**config.mk**
```make
export PLATFORM = sky130hd
export DESIGN_NAME = mac_beat_issuer_flat
export DESIGN_NICKNAME = d
export VERILOG_FILES = /design/src/rtl/mac_beat_issuer_pkg.sv /design/src/rtl/mac_beat_issuer_if.sv /design/src/rtl/mac_beat_issuer_lane_dot_reduce.sv /design/src/rtl/mac_beat_issuer.sv /design/src/flat_wrapper.sv
export SDC_FILE = /design/constraint.sdc
export NUM_CORES = 2
export LEC_CHECK = 0
export CAP_MARGIN = 20
export CELL_PAD_IN_SITES_DETAIL_PLACEMENT = 1
export CELL_PAD_IN_SITES_GLOBAL_PLACEMENT = 2
export CORE_MARGIN = 4
export CORE_UTILIZATION = 31
export CTS_CLUSTER_SIZE = 8
export DETAILED_ROUTE_END_ITERATION = 10
export GPL_ROUTABILITY_DRIVEN = 0
export PLACE_DENSITY = 0.82
export RECOVER_POWER = 100
export SLEW_MARGIN = 40
export SYNTH_ARGS = -nofsm -noshare
export SYNTH_HDL_FRONTEND = slang
export SYNTH_SLANG_ARGS = --single-unit
```
**constraint.sdc**
```tcl
create_clock -name clk -period 52.5 [get_ports clk]
set_clock_uncertainty 0.05 [all_clocks]
set_input_delay 5.25 -clock clk [delete_from_list [all_inputs] [get_ports clk]]
set_output_delay 5.25 -clock clk [all_outputs]
set_load 0.03 [all_outputs]
```
**src/rtl/mac_beat_issuer_pkg.sv**
```systemverilog
// mac_pkg: shared widths, lane legality and FSM states for mac_beat_issuer
package mac_pkg;
  localparam int MAX_LANES = 16;
  localparam int W_IN = 20;
  localparam int W_ADDR = 10;
  typedef enum logic [1:0] {IDLE, ISSUE, DRAIN, DONE} state_t;
  function automatic logic lane_legal(input logic [4:0] l);
    return l == 5'd1 || l == 5'd2 || l == 5'd4 || l == 5'd8 || l == 5'd16;
  endfunction
endpackage

```
**src/rtl/mac_beat_issuer_if.sv**
```systemverilog
// mac_beat_issuer_if: operand-buffer and partial-sum stream bundle; ps_last exists under MAC_BEAT_LAST_EN
interface mac_beat_issuer_if;
  logic start;
  logic [4:0] lanes_i;
  logic rd_en;
  logic [mac_pkg::W_ADDR-1:0] rd_addr;
  logic [8*mac_pkg::MAX_LANES-1:0] rd_data_a;
  logic [8*mac_pkg::MAX_LANES-1:0] rd_data_b;
  logic in_valid;
  logic [mac_pkg::W_IN-1:0] partial_sum;
  logic busy;
  logic done;
  logic cfg_err;
`ifdef MAC_BEAT_LAST_EN
  logic ps_last;
  modport master (input start, lanes_i, rd_data_a, rd_data_b,
                  output rd_en, rd_addr, in_valid, partial_sum, busy, done, cfg_err, ps_last);
  modport slave (output start, lanes_i, rd_data_a, rd_data_b,
                 input rd_en, rd_addr, in_valid, partial_sum, busy, done, cfg_err, ps_last);
`else
  modport master (input start, lanes_i, rd_data_a, rd_data_b,
                  output rd_en, rd_addr, in_valid, partial_sum, busy, done, cfg_err);
  modport slave (output start, lanes_i, rd_data_a, rd_data_b,
                 input rd_en, rd_addr, in_valid, partial_sum, busy, done, cfg_err);
`endif
endinterface

```
**src/rtl/mac_beat_issuer_lane_dot_reduce.sv**
```systemverilog
// lane_dot_reduce: masked lane-wise uint8 products summed into one partial sum
module lane_dot_reduce import mac_pkg::*; #(
  parameter int ELEMS = 1000
) (
  input  logic [8*MAX_LANES-1:0] a,
  input  logic [8*MAX_LANES-1:0] b,
  input  logic [W_ADDR-1:0]      base,
  input  logic [4:0]             lanes,
  output logic [W_IN-1:0]        sum
);
  always_comb begin
    sum = '0;
    for (int k = 0; k < MAX_LANES; k++)
      if (k < int'(lanes) && int'(base) + k < ELEMS)
        sum += W_IN'({8'd0, a[8*k+:8]} * {8'd0, b[8*k+:8]});
  end
endmodule

```
**src/rtl/mac_beat_issuer.sv**
```systemverilog
// mac_beat_issuer: issues operand reads and streams lane dot products, 2-cycle read-to-valid latency
// Optional MAC_BEAT_LAST_EN adds ps_last on the final beat.
module mac_beat_issuer import mac_pkg::*; #(
  parameter int ELEMS = 1000
) (
  input logic clk,
  input logic rst_n,
  mac_beat_issuer_if.master bus
);
  state_t state, state_n;
  logic [W_ADDR:0] addr, next_addr;
  logic [W_ADDR-1:0] addr_d1;
  logic [4:0] lanes_q;
  logic drain_cnt, v1, last;
  logic [W_IN-1:0] sum_c;
  assign next_addr = addr + {{(W_ADDR-4){1'b0}}, lanes_q};
  assign last = next_addr >= (W_ADDR+1)'(ELEMS);
  assign bus.rd_en = state == ISSUE;
  assign bus.rd_addr = addr[W_ADDR-1:0];
  assign bus.busy = state == ISSUE || state == DRAIN;
  assign bus.done = state == DONE;
  always_comb begin
    state_n = state == IDLE  ? (bus.start ? ISSUE : IDLE) :
              state == ISSUE ? (last ? DRAIN : ISSUE) :
              state == DRAIN ? (drain_cnt ? DONE : DRAIN) : IDLE;
  end
  // data arriving this cycle belongs to last cycle's address
  lane_dot_reduce #(.ELEMS(ELEMS)) u_reduce (
    .a(bus.rd_data_a), .b(bus.rd_data_b), .base(addr_d1), .lanes(lanes_q), .sum(sum_c)
  );
`ifdef MAC_BEAT_LAST_EN
  logic l1;
  always_ff @(posedge clk) begin
    l1 <= rst_n && bus.rd_en && last;
    bus.ps_last <= rst_n && l1;
  end
`endif
  always_ff @(posedge clk) begin
    if (!rst_n) begin
      state <= IDLE;
      addr <= '0;
      addr_d1 <= '0;
      lanes_q <= '0;
      drain_cnt <= 1'b0;
      v1 <= 1'b0;
      bus.in_valid <= 1'b0;
      bus.partial_sum <= '0;
      bus.cfg_err <= 1'b0;
    end else begin
      state <= state_n;
      if (state == IDLE && bus.start) begin
        addr <= '0;
        lanes_q <= lane_legal(bus.lanes_i) ? bus.lanes_i : 5'd1;
        bus.cfg_err <= !lane_legal(bus.lanes_i);
      end else if (state == ISSUE) addr <= next_addr;
      drain_cnt <= state == DRAIN && !drain_cnt;
      v1 <= bus.rd_en;
      addr_d1 <= addr[W_ADDR-1:0];
      bus.in_valid <= v1;
      bus.partial_sum <= v1 ? sum_c : '0;
    end
  end
endmodule
```
**src/flat_wrapper.sv**
```systemverilog
// flat-port wrapper written by rule: the top's interface ports become plain ports
module mac_beat_issuer_flat import mac_pkg::*;
#(
  parameter int ELEMS = 1000
)
  (clk, rst_n, bus_start, bus_lanes_i, bus_rd_data_a, bus_rd_data_b, bus_rd_en, bus_rd_addr, bus_in_valid, bus_partial_sum, bus_busy, bus_done, bus_cfg_err);
  mac_beat_issuer_if bus_i ();
  input logic clk;
  input logic rst_n;
  input wire logic [$bits(bus_i.start)-1:0] bus_start;
  input wire logic [$bits(bus_i.lanes_i)-1:0] bus_lanes_i;
  input wire logic [$bits(bus_i.rd_data_a)-1:0] bus_rd_data_a;
  input wire logic [$bits(bus_i.rd_data_b)-1:0] bus_rd_data_b;
  output wire logic [$bits(bus_i.rd_en)-1:0] bus_rd_en;
  output wire logic [$bits(bus_i.rd_addr)-1:0] bus_rd_addr;
  output wire logic [$bits(bus_i.in_valid)-1:0] bus_in_valid;
  output wire logic [$bits(bus_i.partial_sum)-1:0] bus_partial_sum;
  output wire logic [$bits(bus_i.busy)-1:0] bus_busy;
  output wire logic [$bits(bus_i.done)-1:0] bus_done;
  output wire logic [$bits(bus_i.cfg_err)-1:0] bus_cfg_err;
  assign bus_i.start = bus_start;
  assign bus_i.lanes_i = bus_lanes_i;
  assign bus_i.rd_data_a = bus_rd_data_a;
  assign bus_i.rd_data_b = bus_rd_data_b;
  assign bus_rd_en = bus_i.rd_en;
  assign bus_rd_addr = bus_i.rd_addr;
  assign bus_in_valid = bus_i.in_valid;
  assign bus_partial_sum = bus_i.partial_sum;
  assign bus_busy = bus_i.busy;
  assign bus_done = bus_i.done;
  assign bus_cfg_err = bus_i.cfg_err;
  mac_beat_issuer #(.ELEMS(ELEMS)) u_core (.clk(clk), .rst_n(rst_n), .bus(bus_i));
endmodule
```
## Word level (Yosys, flattened, before mapping)

Index checks and enable logic that the tools add are counted.

- Equality and inequality tests: 8
- Reduce and logical (&&, ||, !) cells: 28
- Divide/modulo/power cells: 0
- Bitwise gates (word level): 1
- Multipliers: 16
- Order comparisons: 33
- Shifts and indexed selects: 0
- Multiplexer cells: 23
- Add/sub/neg operators: 31

Operator list:

| kind | count |
|---|---|
| 20-bit by 16-bit adder with 20-bit output | 15 |
| 20-bit two-way mux | 15 |
| 8-bit by 8-bit multiplier with 16-bit output | 16 |
| 11-bit by 10-bit < comparator with 1-bit output (second input constant) | 15 |
| 10-bit by 4-bit adder with 11-bit output (second input constant) | 8 |
| 10-bit by 3-bit adder with 11-bit output (second input constant) | 4 |
| 4-bit by 5-bit < comparator with 1-bit output (first input constant) | 8 |
| 10-bit by 2-bit adder with 11-bit output (second input constant) | 2 |
| 3-bit by 5-bit < comparator with 1-bit output (first input constant) | 4 |
| 1-bit logical AND | 18 |
| 16-bit two-way mux | 1 |
| 10-bit by 1-bit adder with 11-bit output (second input constant) | 1 |
| 11-bit by 5-bit adder with 11-bit output | 1 |
| 11-bit by 10-bit >= comparator with 1-bit output (second input constant) | 1 |
| 1-bit by 5-bit < comparator with 1-bit output (first input constant) | 2 |
| 10-bit < comparator (second input constant) | 1 |
| 2-bit by 5-bit < comparator with 1-bit output (first input constant) | 2 |
| 2-bit two-way mux | 4 |
| 5-bit by 1-bit equality test with 1-bit output (second input constant) | 1 |
| 5-bit by 2-bit equality test with 1-bit output (second input constant) | 1 |
| 5-bit by 3-bit equality test with 1-bit output (second input constant) | 1 |
| 5-bit by 4-bit equality test with 1-bit output (second input constant) | 1 |
| 5-bit equality test (second input constant) | 1 |
| 1-bit logical OR | 5 |
| other kinds (9) | 12 |

- Bits of input ports: 264
- Bits in latches: 0
- Register bits: 52
- Word-level logic and storage cells: 149
- Bits in writable memories: 0
- Output and inout bits: 35
- Memories kept: 0
- Bits in read-only memories: 0

## Logic depth before layout (Yosys ltp)

- Depth after elaboration: 33
- Depth in mapped cells: 196
- Depth with buffers taken out: 196

## Modules after synthesis

From an unflattened synthesis, not the netlist that was laid out.

- Cell total of the unflattened synthesis: 6051
- Area total of the unflattened synthesis: 48575.3 um^2

By module, submodules not included:

| module | times used | sequential area each (um^2) | area an instance (um^2) | cells each |
|---|---|---|---|---|
| lane_dot_reduce | 1 | 0.0 | 46435.8 | 5834 |
| mac_beat_issuer | 1 | 1041.0 | 2139.6 | 217 |

## Worst setup path before layout

No wires, ideal clock.

- Path type: input to register
- Start point: input port bus_rd_data_a[5]
- End point: register u_core.bus.partial_sum[19]
- Data required time: 52.323 ns
- Buffers on the path: 1
- Arrival time: 53.663 ns
- Setup time: 0.127 ns
- Stages on the path: 191
- Setup slack: -1.340 ns
- Path through: clkbuf_1 nand2_1 fa_1 fa_1 inv_1 fa_1 inv_1 fa_1 inv_1 ha_1 xnor2_1 nand2_1 fa_1 inv_1 fa_1 inv_1 fa_1 fa_1 [155 not listed] inv_1 fa_1 fa_1 fa_1 ha_1 a21boi_0 o21ai_0 a21oi_1 o21ai_0 a21o_1 a21oi_1 a21o_1 a21oi_1 nor2b_1 o211ai_1 xnor3_1 xnor2_1 nor2_1

- Longest elaborated chain between the ends: 32

Ends and longest elaborated chain:

| what | RTL line | RTL |
|---|---|---|
| start: declaration | flat_wrapper.sv:12 | `input wire logic [$bits(bus_i.rd_data_a)-1:0] bus_rd_data_a;` |
| 8-bit by 8-bit multiplier with 16-bit output * | mac_beat_issuer_lane_dot_reduce.sv:15 | `sum += W_IN'({8'd0, a[8*k+:8]} * {8'd0, b[8*k+:8]});` |
| 16-bit two-way mux * | mac_beat_issuer_lane_dot_reduce.sv:14 | `if (k < int'(lanes) && int'(base) + k < ELEMS)` |
| 20-bit by 16-bit adder with 20-bit output | mac_beat_issuer_lane_dot_reduce.sv:15 |  |
| 20-bit two-way mux * | mac_beat_issuer_lane_dot_reduce.sv:14 |  |
| 20-bit by 16-bit adder with 20-bit output | mac_beat_issuer_lane_dot_reduce.sv:15 |  |
| 20-bit two-way mux * | mac_beat_issuer_lane_dot_reduce.sv:14 |  |
| 20-bit by 16-bit adder with 20-bit output | mac_beat_issuer_lane_dot_reduce.sv:15 |  |
| 20-bit two-way mux * | mac_beat_issuer_lane_dot_reduce.sv:14 |  |
| [16 not listed] | n/a |  |
| 20-bit by 16-bit adder with 20-bit output | mac_beat_issuer_lane_dot_reduce.sv:15 |  |
| 20-bit two-way mux * | mac_beat_issuer_lane_dot_reduce.sv:14 |  |
| 20-bit by 16-bit adder with 20-bit output | mac_beat_issuer_lane_dot_reduce.sv:15 |  |
| 20-bit two-way mux * | mac_beat_issuer_lane_dot_reduce.sv:14 |  |
| 20-bit by 16-bit adder with 20-bit output | mac_beat_issuer_lane_dot_reduce.sv:15 |  |
| 20-bit two-way mux * | mac_beat_issuer_lane_dot_reduce.sv:14 |  |
| 20-bit by 16-bit adder with 20-bit output | mac_beat_issuer_lane_dot_reduce.sv:15 |  |
| 20-bit two-way mux * | mac_beat_issuer_lane_dot_reduce.sv:14 |  |
| end signal: assignment | mac_beat_issuer.sv:60 | `bus.partial_sum <= v1 ? sum_c : '0;` |
| end: declaration | mac_beat_issuer_if.sv:22 | `output rd_en, rd_addr, in_valid, partial_sum, busy, done, cfg_err);` |

Mark *: on every way between the ends. The rest lies on a longest branch, timed or not.
A chain may end at the register's enable or synchronous reset.

## Worst setup path in the final report

- Start point: input port bus_rd_data_a[0]
- End point: register u_core.bus.partial_sum[19]

The elaborated chain is that of the path after synthesis.

==> run_results.csv <==
group,metric,value,unit
final_layout,syn_to_final_growth,19.21,%
clock_tree,root_buffer,"clkbuf_16",
clock_tree,cts_tree,"built",
critical_path,critPathLaunchType,"input port",
timing,finalWorstSetupSlack,-0.3872,ns
placement,port-buffer-count,298,
critical_path,criticalPathCategory,"input port to flop",
hold_path,hp-start,"u_core.drain_cnt",
timing,min_period,52.89,ns
clock_tree,htree_num_levels,2,
critical_path,regToRegStartpoint,"u_core.addr_d1[7]",
logic_synthesis,yosys_warnings,0,
critical_path,cp_data_arrival_time,53.01,ns
grt,grt_overflow,0,
floorplan,dieArea,0.1613,mm^2
critical_path,cpMaxStageDelayCell,"fa_1",
drt,via_per_inst,4.987,
grt,grt_util_met2,0.3735,
clock_tree,insertion_delay,0.31,ns
floorplan,fp.dieH,401.7,um
grt,grt_busiest_layer,"met2",
logic_synthesis,async_flop_share,0,
logic_synthesis,syn_nets,7672,
final_layout,nFillCells,18530,
grt,antenna_found_initial,10,
timing,tightest_slew,1.149,ns
grt,met1_usage,0.2530,
placement,dp_hpwl,140.5,mm
timing,fmax,0.01891,GHz
critical_path,endpoint_kind,"flop",
hold_path,min_path_cells,1,
critical_path,path_common_cell,"fa_1",
timing,post-route-period-util,1.007,
logic_synthesis,netlist_area,0.04804,mm^2
drt,vias,42850,
timing,relSlewSlack,0.2274,
logic_synthesis,ys_seq_elements,52,
clock_tree,cts.path.max_buffers,2,
drt,drt_pass1_iterations,5,
logic_synthesis,synth_cell_types,101,
grt,grt_usage,0.1999,
clock_tree,clkTransAtPathRegs,0.09,ns
timing,hold_viol,0,
floorplan,start_util,0.3119,
drt,ant_nets,0,
clock_tree,cts_sinks,52,
timing,final_max_slew_viol_count,0,
grt,grt_pass1_wl,262.2,mm
drt,drc,0,
placement,dp_slack,-3.101,ns
grt,grt_max_degree,52,
critical_path,rrSetupSlack,5.25,ns
clock_tree,cts_buffers,5,
floorplan,die_w,401.7,um
grt,grt_pass1_vias,48120,
floorplan,rows,144,
drt,wirelength,163.6,mm
drt,dr.first_iter.drc_count,1745,
floorplan,io_pins,299,
critical_path,crit_path_max_incr_delay,0.57,ns
drt,post_drt_wl_per_cell,19.05,um
critical_path,path_max_fanout,6,
critical_path,rr_worst_depth,182,
timing,tns,-1.390,ns
logic_synthesis,ys_seq_area_frac,0.02167,
logic_synthesis,synth_area_per_cell,8.065,um^2
run,cap_violations,0,
hold_path,whs_endpoint,"u_core.drain_cnt",
grt,met3_usage,0.01151,
timing,rsz0062_at_grt,"yes",
floorplan,core-area,0.1540,mm^2
final_layout,num-nets-final,8254,
logic_synthesis,synth_edf_count,0,
critical_path,r2r-end,"u_core.bus.partial_sum[19]",
hold_path,holdCritPathClass,"flop to flop",
outcome,violations,"negative setup slack",
critical_path,required,52.63,ns
clock_tree,postCtsHoldBufs,0,
final_layout,drive_above_1_share,0.1058,
logic_synthesis,synth_ff_type,"dfxtp_1",
outcome,outcome,"finished, violations left",
timing,report.final.setup_viol,5,
logic_synthesis,synthCells,5957,
per-stage QoR:
step | area, um^2 | instances | utilization | hold slack, ns
floorplan | 48130 | 5957 | - | 0.3403
global placement | 55670 | 8506 | 0.3614 | 0.3477
detailed placement | 55720 | 8506 | 0.3617 | 0.3641
CTS | 56690 | 8565 | 0.3680 | 0.3763
global route | 57270 | 8592 | 0.3718 | 0.3988
finish | 57270 | 8592 | 0.3718 | 0.3777
cell usage in the layout (no fill, tap or decap), types with 62 or more instances in the layout:
cell	instances
clkdlybuf4s50_1	246
xor2_1	71
xnor2_1	89
nor2_1	260
o21ai_0	179
inv_1	1208
and2_1	553
a21oi_1	182
o21a_1	70
nor3_1	69
fa_1	781
nand3_1	63
buf_4	382
nand2_1	763
ha_1	640
a21o_1	62
worst max-delay path, delay by kind of cell:
family	cells	cell delay, ns
and+or+nand+nor	14	2.44
xor gates and xnor gates	4	0.66
muxes	2	0.46
adders and majority gates	80	35.08
buffers and inverters	47	2.43
AOI/OAI and AO/OA	45	6.68
how the worst max path moves through the flow:
stage	start	endpoint	slack, ns
after floorplan	bus_rd_data_a[5]	u_core.bus.partial_sum[19]	0.02
after global placement	bus_rd_data_b[2]	u_core.bus.partial_sum[19]	-2.18
after detailed placement	bus_rd_data_b[4]	u_core.bus.partial_sum[19]	-3.10
after CTS	bus_rd_data_a[1]	u_core.bus.partial_sum[19]	-0.71
after global routing	bus_rd_data_a[0]	u_core.bus.partial_sum[19]	-1.99
final	bus_rd_data_a[0]	u_core.bus.partial_sum[19]	-0.39
sequential cells by signal (all words and copies together) (netlist names):
register                flops
u_core.v1                   1
u_core.drain_cnt            1
u_core.addr_d1             10
u_core.addr                11
u_core.bus.cfg_err          1
u_core.bus.in_valid         1
u_core.lanes_q              5
u_core.bus.partial_sum     20
u_core.state                2
per-layer routing:
metal | vias to the layer above | part of all wire
met4 | 0 | 0.023
li1 | 20090 | -
met5 | - | 0
met2 | 632 | 0.52
met3 | 163 | 0.023
met1 | 21970 | 0.44
logic make-up (layout without fill, tap and decap cells):
| family | after synthesis | after routing | synth area share |
|---|---|---|---|
| mux | 60 | 60 | 0.01362 |
| xor+xnor | 181 | 181 | 0.03482 |
| flops | 52 | 52 | 0.02167 |
| buf+inv | 1359 | 1942 | 0.1081 |
| simple gates | 1925 | 1925 | 0.1943 |
| other cells | 0 | 8 | 0 |
| fa+ha+maj | 1452 | 1452 | 0.5008 |
| compound gates | 928 | 928 | 0.1267 |
cells in the mapped netlist, types with 23 or more instances:
library cell / number / area (um^2)
a211oi_1: 39 / 292.8
a21boi_0: 34 / 255.2
a21o_1: 62 / 465.5
a21oi_1: 204 / 1021
a31oi_1: 51 / 319.1
and2_1: 563 / 3522
clkbuf_1: 62 / 232.7
dfxtp_1: 52 / 1041
fa_1: 785 / 15720
ha_1: 666 / 8333
inv_1: 1245 / 4673
mux2_2: 41 / 461.7
nand2_1: 771 / 2894
nand2b_1: 35 / 219.0
nand3_1: 63 / 315.3
nor2_1: 267 / 1002
nor2b_1: 46 / 287.8
nor3_1: 71 / 355.3
o211ai_1: 27 / 202.7
o21a_1: 70 / 525.5
o21ai_0: 207 / 1036
o31ai_1: 28 / 210.2
or3_1: 23 / 143.9
xnor2_1: 102 / 893.4
xor2_1: 71 / 621.9
final cells by class:
class	instances	area, um^2	area share
clock inverter	3	21.27	0.0003714
multi-input combinational	4546	42930	0.7495
sequential	52	1042	0.01820
clock buffer	5	125.1	0.002185
tap	2044	2557	0.04465
inverter	1249	4691	0.08190
timing repair buffer	685	5892	0.1029
antenna	8	20.02	0.0003495
repair_timing:
| item | CTS | global route |
|---|---|---|
| endpoints found under the setup margin | 14 | 15 |
| pin swaps | 124 | 121 |
| resized for setup | 181 | 113 |
| setup buffers | 60 | 24 |
| hold endpoints to repair | 0 | 0 |
Power is not shown: default switching activity piles up to over one toggle a cycle in this logic, so the estimate is an artifact.
